--- src/rtl/clock_divider_mc.sv ---
// clock_divider_mc: multi-channel programmable divider with shadowed period/high config applied at wrap.
// Optional CLOCK_DIVIDER_MC_SYNC_EN adds sync_all to phase-align every programmed channel.
module clock_divider_mc #(
  parameter int NUM_CH = 4,
  parameter int CNT_W = 21,
  parameter int CH_W = (NUM_CH > 1) ? $clog2(NUM_CH) : 1
) (
  input  logic              clk,
  input  logic              rst,
  input  logic [NUM_CH-1:0] en,
  input  logic              cfg_we,
  input  logic [CH_W-1:0]   cfg_ch,
  input  logic [CNT_W-1:0]  cfg_period,
  input  logic [CNT_W-1:0]  cfg_high,
`ifdef CLOCK_DIVIDER_MC_SYNC_EN
  input  logic              sync_all,
`endif
  output logic [NUM_CH-1:0] clk_out,
  output logic [NUM_CH-1:0] tick,
  output logic [NUM_CH-1:0] cfg_pending
);
  for (genvar g = 0; g < NUM_CH; g++) begin : g_ch
    logic [CNT_W-1:0] r_p_sh, r_h_sh, r_p_act, r_h_act, r_cnt;
    logic r_out, r_tick, r_pend;
    logic w_wr, w_run, w_wrap, w_sync;
    assign w_wr   = cfg_we && (cfg_ch == CH_W'(g));
    assign w_run  = en[g] && (r_p_act != '0);
    assign w_wrap = r_cnt >= r_p_act - 1'b1;
`ifdef CLOCK_DIVIDER_MC_SYNC_EN
    assign w_sync = sync_all && (r_p_act != '0);
`else
    assign w_sync = 1'b0;
`endif
    always_ff @(posedge clk) begin
      if (rst) begin
        r_p_sh  <= '0;
        r_h_sh  <= '0;
        r_p_act <= '0;
        r_h_act <= '0;
        r_cnt   <= '0;
        r_out   <= 1'b0;
        r_tick  <= 1'b0;
        r_pend  <= 1'b0;
      end else begin
        if (w_sync || (w_run && w_wrap)) begin
          r_cnt  <= '0;
          r_tick <= 1'b1;
          if (r_pend) begin
            r_p_act <= r_p_sh;
            r_h_act <= r_h_sh;
            r_pend  <= 1'b0;
          end
        end else if (w_run) begin
          r_cnt  <= r_cnt + 1'b1;
          r_tick <= 1'b0;
        end else begin
          r_tick <= 1'b0;
          // a stopped channel takes new config immediately instead of waiting for a wrap
          if (r_pend) begin
            r_p_act <= r_p_sh;
            r_h_act <= r_h_sh;
            r_cnt   <= '0;
            r_pend  <= 1'b0;
          end
        end
        if (w_run) r_out <= r_cnt < r_h_act;
        if (w_wr) begin
          r_p_sh <= cfg_period;
          r_h_sh <= cfg_high;
          r_pend <= 1'b1;
        end
      end
    end
    assign clk_out[g]     = r_out;
    assign tick[g]        = r_tick;
    assign cfg_pending[g] = r_pend;
  end
endmodule

--- config.mk ---
export PLATFORM = sky130hd
export DESIGN_NAME = clock_divider_mc
export DESIGN_NICKNAME = d
export VERILOG_FILES = /design/src/rtl/clock_divider_mc.sv
export SDC_FILE = /design/constraint.sdc
export NUM_CORES = 1
export LEC_CHECK = 0
export CORE_ASPECT_RATIO = 0.9
export CORE_MARGIN = 4
export CORE_UTILIZATION = 62
export CTS_CLUSTER_SIZE = 28
export DETAILED_ROUTE_END_ITERATION = 8
export MAX_ROUTING_LAYER = met4
export PLACE_DENSITY = 0.85
export SLEW_MARGIN = 20
export SYNTH_ARGS = -nofsm -noshare
export SYNTH_HDL_FRONTEND = slang
export SYNTH_SLANG_ARGS = --single-unit
--- constraint.sdc ---
create_clock -name clk -period 4.7 [get_ports clk]
set_clock_uncertainty 0.15 [all_clocks]
set_input_delay 0.705 -clock clk [delete_from_list [all_inputs] [get_ports clk]]
set_output_delay 0.705 -clock clk [all_outputs]
set_load 0.02 [all_outputs]
=== Word level (Yosys, flattened, before mapping) ===
Cells that the tools add are included.

* Flip-flop bits (word level): 432
* Latch bits: 0
* RAM bits: 0
* Memory bits (read-only): 0
* Bits of input ports: 51
* Logic and storage cells: 132
* Memories kept: 0

* Add/subtract/negate cells: 8
* Multipliers: 0
* Div/mod/pow operators: 0
* Magnitude comparators: 8
* Equal/unequal tests: 11
* Shifts and indexed selects: 0
* Multiplexer cells: 48
* Bitwise gates (word level): 0
* Reductions and logical operators: 25

{| class="wikitable"
|+ Operator list
! cell !! count
|-
| 21-bit 2-to-1 mux || 32
|-
| 21-bit by 1-bit adder with 21-bit output, second input constant || 4
|-
| 21-bit greater-or-equal comparator || 4
|-
| 21-bit less-than comparator || 4
|-
| 21-bit nonzero test || 4
|-
| 21-bit by 1-bit subtractor with 21-bit output, second input constant || 4
|-
| 1-bit 2-to-1 mux || 16
|-
| 1-bit logical AND || 12
|-
| 3-bit by 2-bit != test with 1-bit output, second input constant || 4
|-
| 2-bit by 1-bit != test with 1-bit output, second input constant || 4
|-
| 2-bit nonzero test || 4
|-
| 2-bit OR reduction || 4
|-
| 2-bit == test, second input constant || 2
|-
| 2-bit by 1-bit == test with 1-bit output, second input constant || 1
|-
| 2-bit logical NOT || 1
|}

=== Longest topological paths before layout ===
* Word-level depth: 5
* Depth in mapped cells: 16
* Depth with buffers taken out: 15

=== Worst setup path before layout ===
No wires, ideal clock.

* Path kind: register -> register
* From: register g_ch[3].r_p_act[10]
* To: register g_ch[3].r_cnt[10]
* Setup time: 0.122 ns
* Arrival time: 3.787 ns
* Path slack: 0.641 ns
* Stages on the path, launching flop included: 13
* Buffers on the path: 0
* Period minus slack after synthesis: 4.059 ns
* Cell sequence: dfxtp_1 -> or4_1 -> or3_4 -> or3_1 -> nor3_1 -> xnor2_1 -> ha_1 -> nand4_1 -> or4_1 -> o211ai_1 -> nor3_2 -> and3_1 -> a221o_1

* Cells in the longest elaborated chain, start to end: 4

{| class="wikitable"
|+ Ends and longest elaborated chain
! item !! line !! source
|-
| start: declaration || 23 || <nowiki>logic [CNT_W-1:0] r_p_sh, r_h_sh, r_p_act, r_h_act, r_cnt;</nowiki>
|-
| start signal: assignment || 49 || <nowiki>r_p_act <= r_p_sh;</nowiki>
|-
| start signal: assignment || 60 || <nowiki>r_p_act <= r_p_sh;</nowiki>
|-
| 21-bit by 1-bit subtractor with 21-bit output or 21-bit nonzero test (tied branches) || 28, 27 ||
|-
| 21-bit greater-or-equal comparator or 1-bit logical AND (tied branches) || 28, 27 ||
|-
| 1-bit logical AND || 45 || <nowiki>if (w_sync || (w_run && w_wrap)) begin</nowiki>
|-
| 2-bit OR reduction (no source line) || - ||
|-
| end signal: assignment || 54 || <nowiki>r_cnt <= r_cnt + 1'b1;</nowiki>
|-
| end: declaration || 23 ||
|}

Several ways; a longest one is shown, not always the timed one.
A chain may end at the register's enable or synchronous reset.

=== Final worst setup path ===
* From: register g_ch[0].r_p_act[4]
* To: register g_ch[0].r_cnt[17]

* Cells in the longest elaborated chain, start to end: 4

{| class="wikitable"
|+ Ends and longest elaborated chain
! item !! line
|-
| start: declaration || 23
|-
| start signal: assignment || 49
|-
| start signal: assignment || 60
|-
| 21-bit by 1-bit subtractor with 21-bit output or 21-bit nonzero test (tied branches) || 28, 27
|-
| 21-bit greater-or-equal comparator or 1-bit logical AND (tied branches) || 28, 27
|-
| 1-bit logical AND || 45
|-
| 2-bit OR reduction (no source line) || -
|-
| end signal: assignment || 54
|-
| end: declaration || 23
|}

Several ways; a longest one is shown, not always the timed one.

==> flow_metrics.py <==
metrics = {
    "synth": {
        "ys_types": 65,
        "postSynthAreaPerCell_sq_um": 8.308,
        "synth_top_flop_cell": "dfxtp_1",
        "ys_warn_count": 0,
        "yosysSeqAreaShare_pct": 40.02,
        "syn_inst": 2601,
        "syn_nets": 2828,
        "synth_seq_cells": 432,
        "synth_edf_count": 0,
        "synthesis.area_sq_mm": 0.02161,
        "synth-async-reset-ratio_pct": 0,
    },
    "detailed_routing": {
        "drc": 0,
        "ant_nets": 0,
        "first_iter_violations": 1540,
        "drt-wirelength-per-cell_um": 18.53,
        "finalWirelength_mm": 57.32,
        "dr_total_vias": 18750,
        "drt_pass1_iterations": 7,
        "vias_per_cell": 6.061,
    },
    "sta": {
        "slew_headroom_pct": 28.71,
        "min_period_over_period_pct": 94.80,
        "hold_viol": 0,
        "fin_crit_ns": 4.456,
        "slew_viol_final": 0,
        "setup_viol": 0,
        "rsz0062_at_grt": "false",
        "max_freq_ghz": 0.2244,
        "fin_ws_ns": 0.2443,
        "worstMarginPinSlew_ns": 1.067,
        "tns_ns": 0,
    },
    "cells_and_area": {
        "num-fill-cells": 2582,
        "layout-drive-gt1-share_pct": 4.907,
        "nNetsFinal": 2827,
        "fin_area_sq_mm": 0.02401,
        "mostFrequentLayoutCells": "446 x nand2_1, 432 x dfxtp_1, 279 x a21oi_1, 269 x nor2_1, 180 x mux2i_1",
        "mostFrequentLayoutCell": "nand2_1",
        "post_layout_nonfiller_instances": 3093,
        "area_growth_pct": 11.13,
    },
    "global_routing": {
        "antenna_found_initial": 2,
        "grt_pass1_vias": 18500,
        "grt_use_total_pct": 30.68,
        "grt_pass1_wl_mm": 91.85,
        "grt-ovfl-total": 0,
        "grt_max_degree": 147,
    },
    "floorplanning": {
        "start_util_pct": 63.20,
        "die_x_um": 204.8,
        "ios": 63,
        "core_sq_mm": 0.03419,
        "die_h_um": 185.1,
        "design.die.area_sq_mm": 0.03791,
        "row_count": 64,
    },
    "placement": {
        "place_hpwl_mm": 38.64,
        "post_dp_cell_area_sq_mm": 0.02248,
        "dpl.cell_count": 3017,
        "gp_congestion": 0.9364,
        "io_buffers": 62,
        "post-place-ws_ns": 0.3327,
    },
    "run_status": {
        "status": "completed",
    },
    "pwr": {
        "cellPowerDensity_mw_per_mm2": 330.1,
        "leakagePower_nw": 10.63,
        "ir_worst_vdd_mv": 0.2638,
    },
    "clock_network": {
        "clockBufferDepth": 3,
        "path_clk_slew_ns": 0.06,
        "cts_made_buffers": 42,
        "numClockSinks": 432,
        "cts_htree_levels": 2,
        "clk_latency_ns": 0.55,
        "hold_buffers": 0,
        "clock-root-buffer": "clkbuf_16",
        "cts_tree": "done",
    },
    "critical_path": {
        "start_kind": "flip-flop",
        "r2r_end": "g_ch[0].r_cnt[17]",
        "r2r_cells": 15,
        "crit-reg2reg-launch": "g_ch[0].r_p_act[4]",
        "crit_path_end": "g_ch[0].r_cnt[17]",
        "crit_required_ns": 4.96,
        "critPathArrivalTime_ns": 4.72,
        "crit_fanout": 7,
        "r2r_slack_ns": 0.24,
        "crit_start": "g_ch[0].r_p_act[4]",
        "worstSetupEndpointType": "flip-flop",
        "critical_path_class": "reg2reg",
    },
    "flow_run": {
        "cap_violations": 0,
    },
    "hold_path": {
        "hp-class": "reg2reg",
    },
}
registers in the layout, indices dropped and copies added, names as in the netlist:
| name | count |
|---|---|
| g_ch.r_out | 4 |
| g_ch.r_cnt | 84 |
| g_ch.r_h_act | 84 |
| g_ch.r_pend | 4 |
| g_ch.r_tick | 4 |
| g_ch.r_p_sh | 84 |
| g_ch.r_p_act | 84 |
| g_ch.r_h_sh | 84 |
how the worst min path moves through the flow:
stage                            start                  to  cells past startpoint
global route        g_ch[0].r_p_sh[19]  g_ch[0].r_p_sh[19]                      2
global placement    g_ch[2].r_p_sh[19]  g_ch[2].r_p_sh[19]                      2
finish               g_ch[1].r_p_sh[9]   g_ch[1].r_p_sh[9]                      2
floorplan            g_ch[0].r_h_sh[0]   g_ch[0].r_h_sh[0]                      2
detailed placement  g_ch[2].r_h_sh[11]  g_ch[2].r_h_sh[11]                      2
CTS                 g_ch[2].r_h_sh[11]  g_ch[2].r_h_sh[11]                      2
power by group:
group,switching (W),internal [W],total (W)
combinational,0.000330,0.000166,0.000496
sequential,0.0000360,0.00372,0.00375
clock,0.00145,0.00223,0.00368
cell families after synthesis:
logic type / count (synthesis) / synth area share (%)
xor gates and xnor gates: 81 / 3.283
and+or+nand+nor: 1032 / 21.27
muxes: 184 / 8.546
adders and majority gates: 176 / 10.19
DFF: 432 / 40.02
buffers and inverters: 244 / 4.812
AOI/OAI and AO/OA: 452 / 11.88
final cells by class:
cell class | count | area [sq um] | share of cell area, %
multi-input combinational | 1925 | 11970 | 49.86
antenna | 2 | 5.005 | 0.02084
clock buffer | 59 | 1289 | 5.367
timing repair buffer | 87 | 875.8 | 3.647
sequential | 432 | 8648 | 36.01
inverter | 112 | 420.4 | 1.751
tap | 462 | 578.1 | 2.407
clock inverter | 14 | 225.2 | 0.9378
routing by layer:
| metal | track usage, % | vias up | part of all wire (%) |
|---|---|---|---|
| met3 | 5.795 | 180 | 8.3 |
| li1 | - | 8964 | - |
| met2 | 51.10 | 700 | 47 |
| met5 | - | - | 0 |
| met1 | 36.71 | 8904 | 41 |
| met4 | 12.94 | 0 | 4.3 |
worst max-delay path, cell delays in order, from the launching register on:
cell and delay, ns:
dfxtp_1 0.37, nor4_1 0.47, nand3b_1 0.24, nor2_1 0.26
inv_1 0.10, or4_1 0.42, xor2_1 0.17, ha_1 0.30
nand4_1 0.16, nor4_1 0.53, nand4_1 0.18, a21oi_1 0.17
buf_4 0.18, nor2_1 0.08, o21ai_1 0.43, a21oi_1 0.10
Yosys cell counts (all sizes together) (5+ instances only):
library cell,n,area (sq um)
a211oi,16,125.1
a21o,19,142.6
a21oi,279,1396
a221o,5,50.05
a22oi,5,37.54
a31oi,17,106.4
and2,7,43.80
and3,22,137.6
and4,7,61.31
buf,38,266.5
clkbuf,94,352.8
dfxtp,432,8648
ha,176,2202
inv,112,420.4
mux2i,180,1802
nand2,446,1674
nand2b,8,50.05
nand3,77,385.4
nand3b,8,60.06
nand4,35,219.0
nor2,272,1023
nor2b,7,43.79
nor3,51,265.3
nor3b,5,37.54
nor4,31,193.9
o21a,5,37.54
o21ai,83,437.9
or2,9,56.31
or3,24,155.1
or4,14,108.9
xnor2,58,508.0
xor2,23,201.4
repair_timing:
action | in CTS | in global routing
setup buffers | 0 | 1
setup endpoints to repair | 0 | 42
resized for setup | 0 | 1
through the flow:
step | total power (W) | hold WS [ns] | util, %
after floorplan | 0.004124 | 0.2857 | -
after global placement | 0.004289 | 0.2914 | 65.75
after detailed placement | 0.004310 | 0.2964 | 65.75
after CTS | 0.007952 | 0.3053 | 70.18
after global routing | 0.008154 | 0.3197 | 70.23
final | 0.007928 | 0.3041 | 70.23
Note: power is estimated with default switching activity, not from simulation.
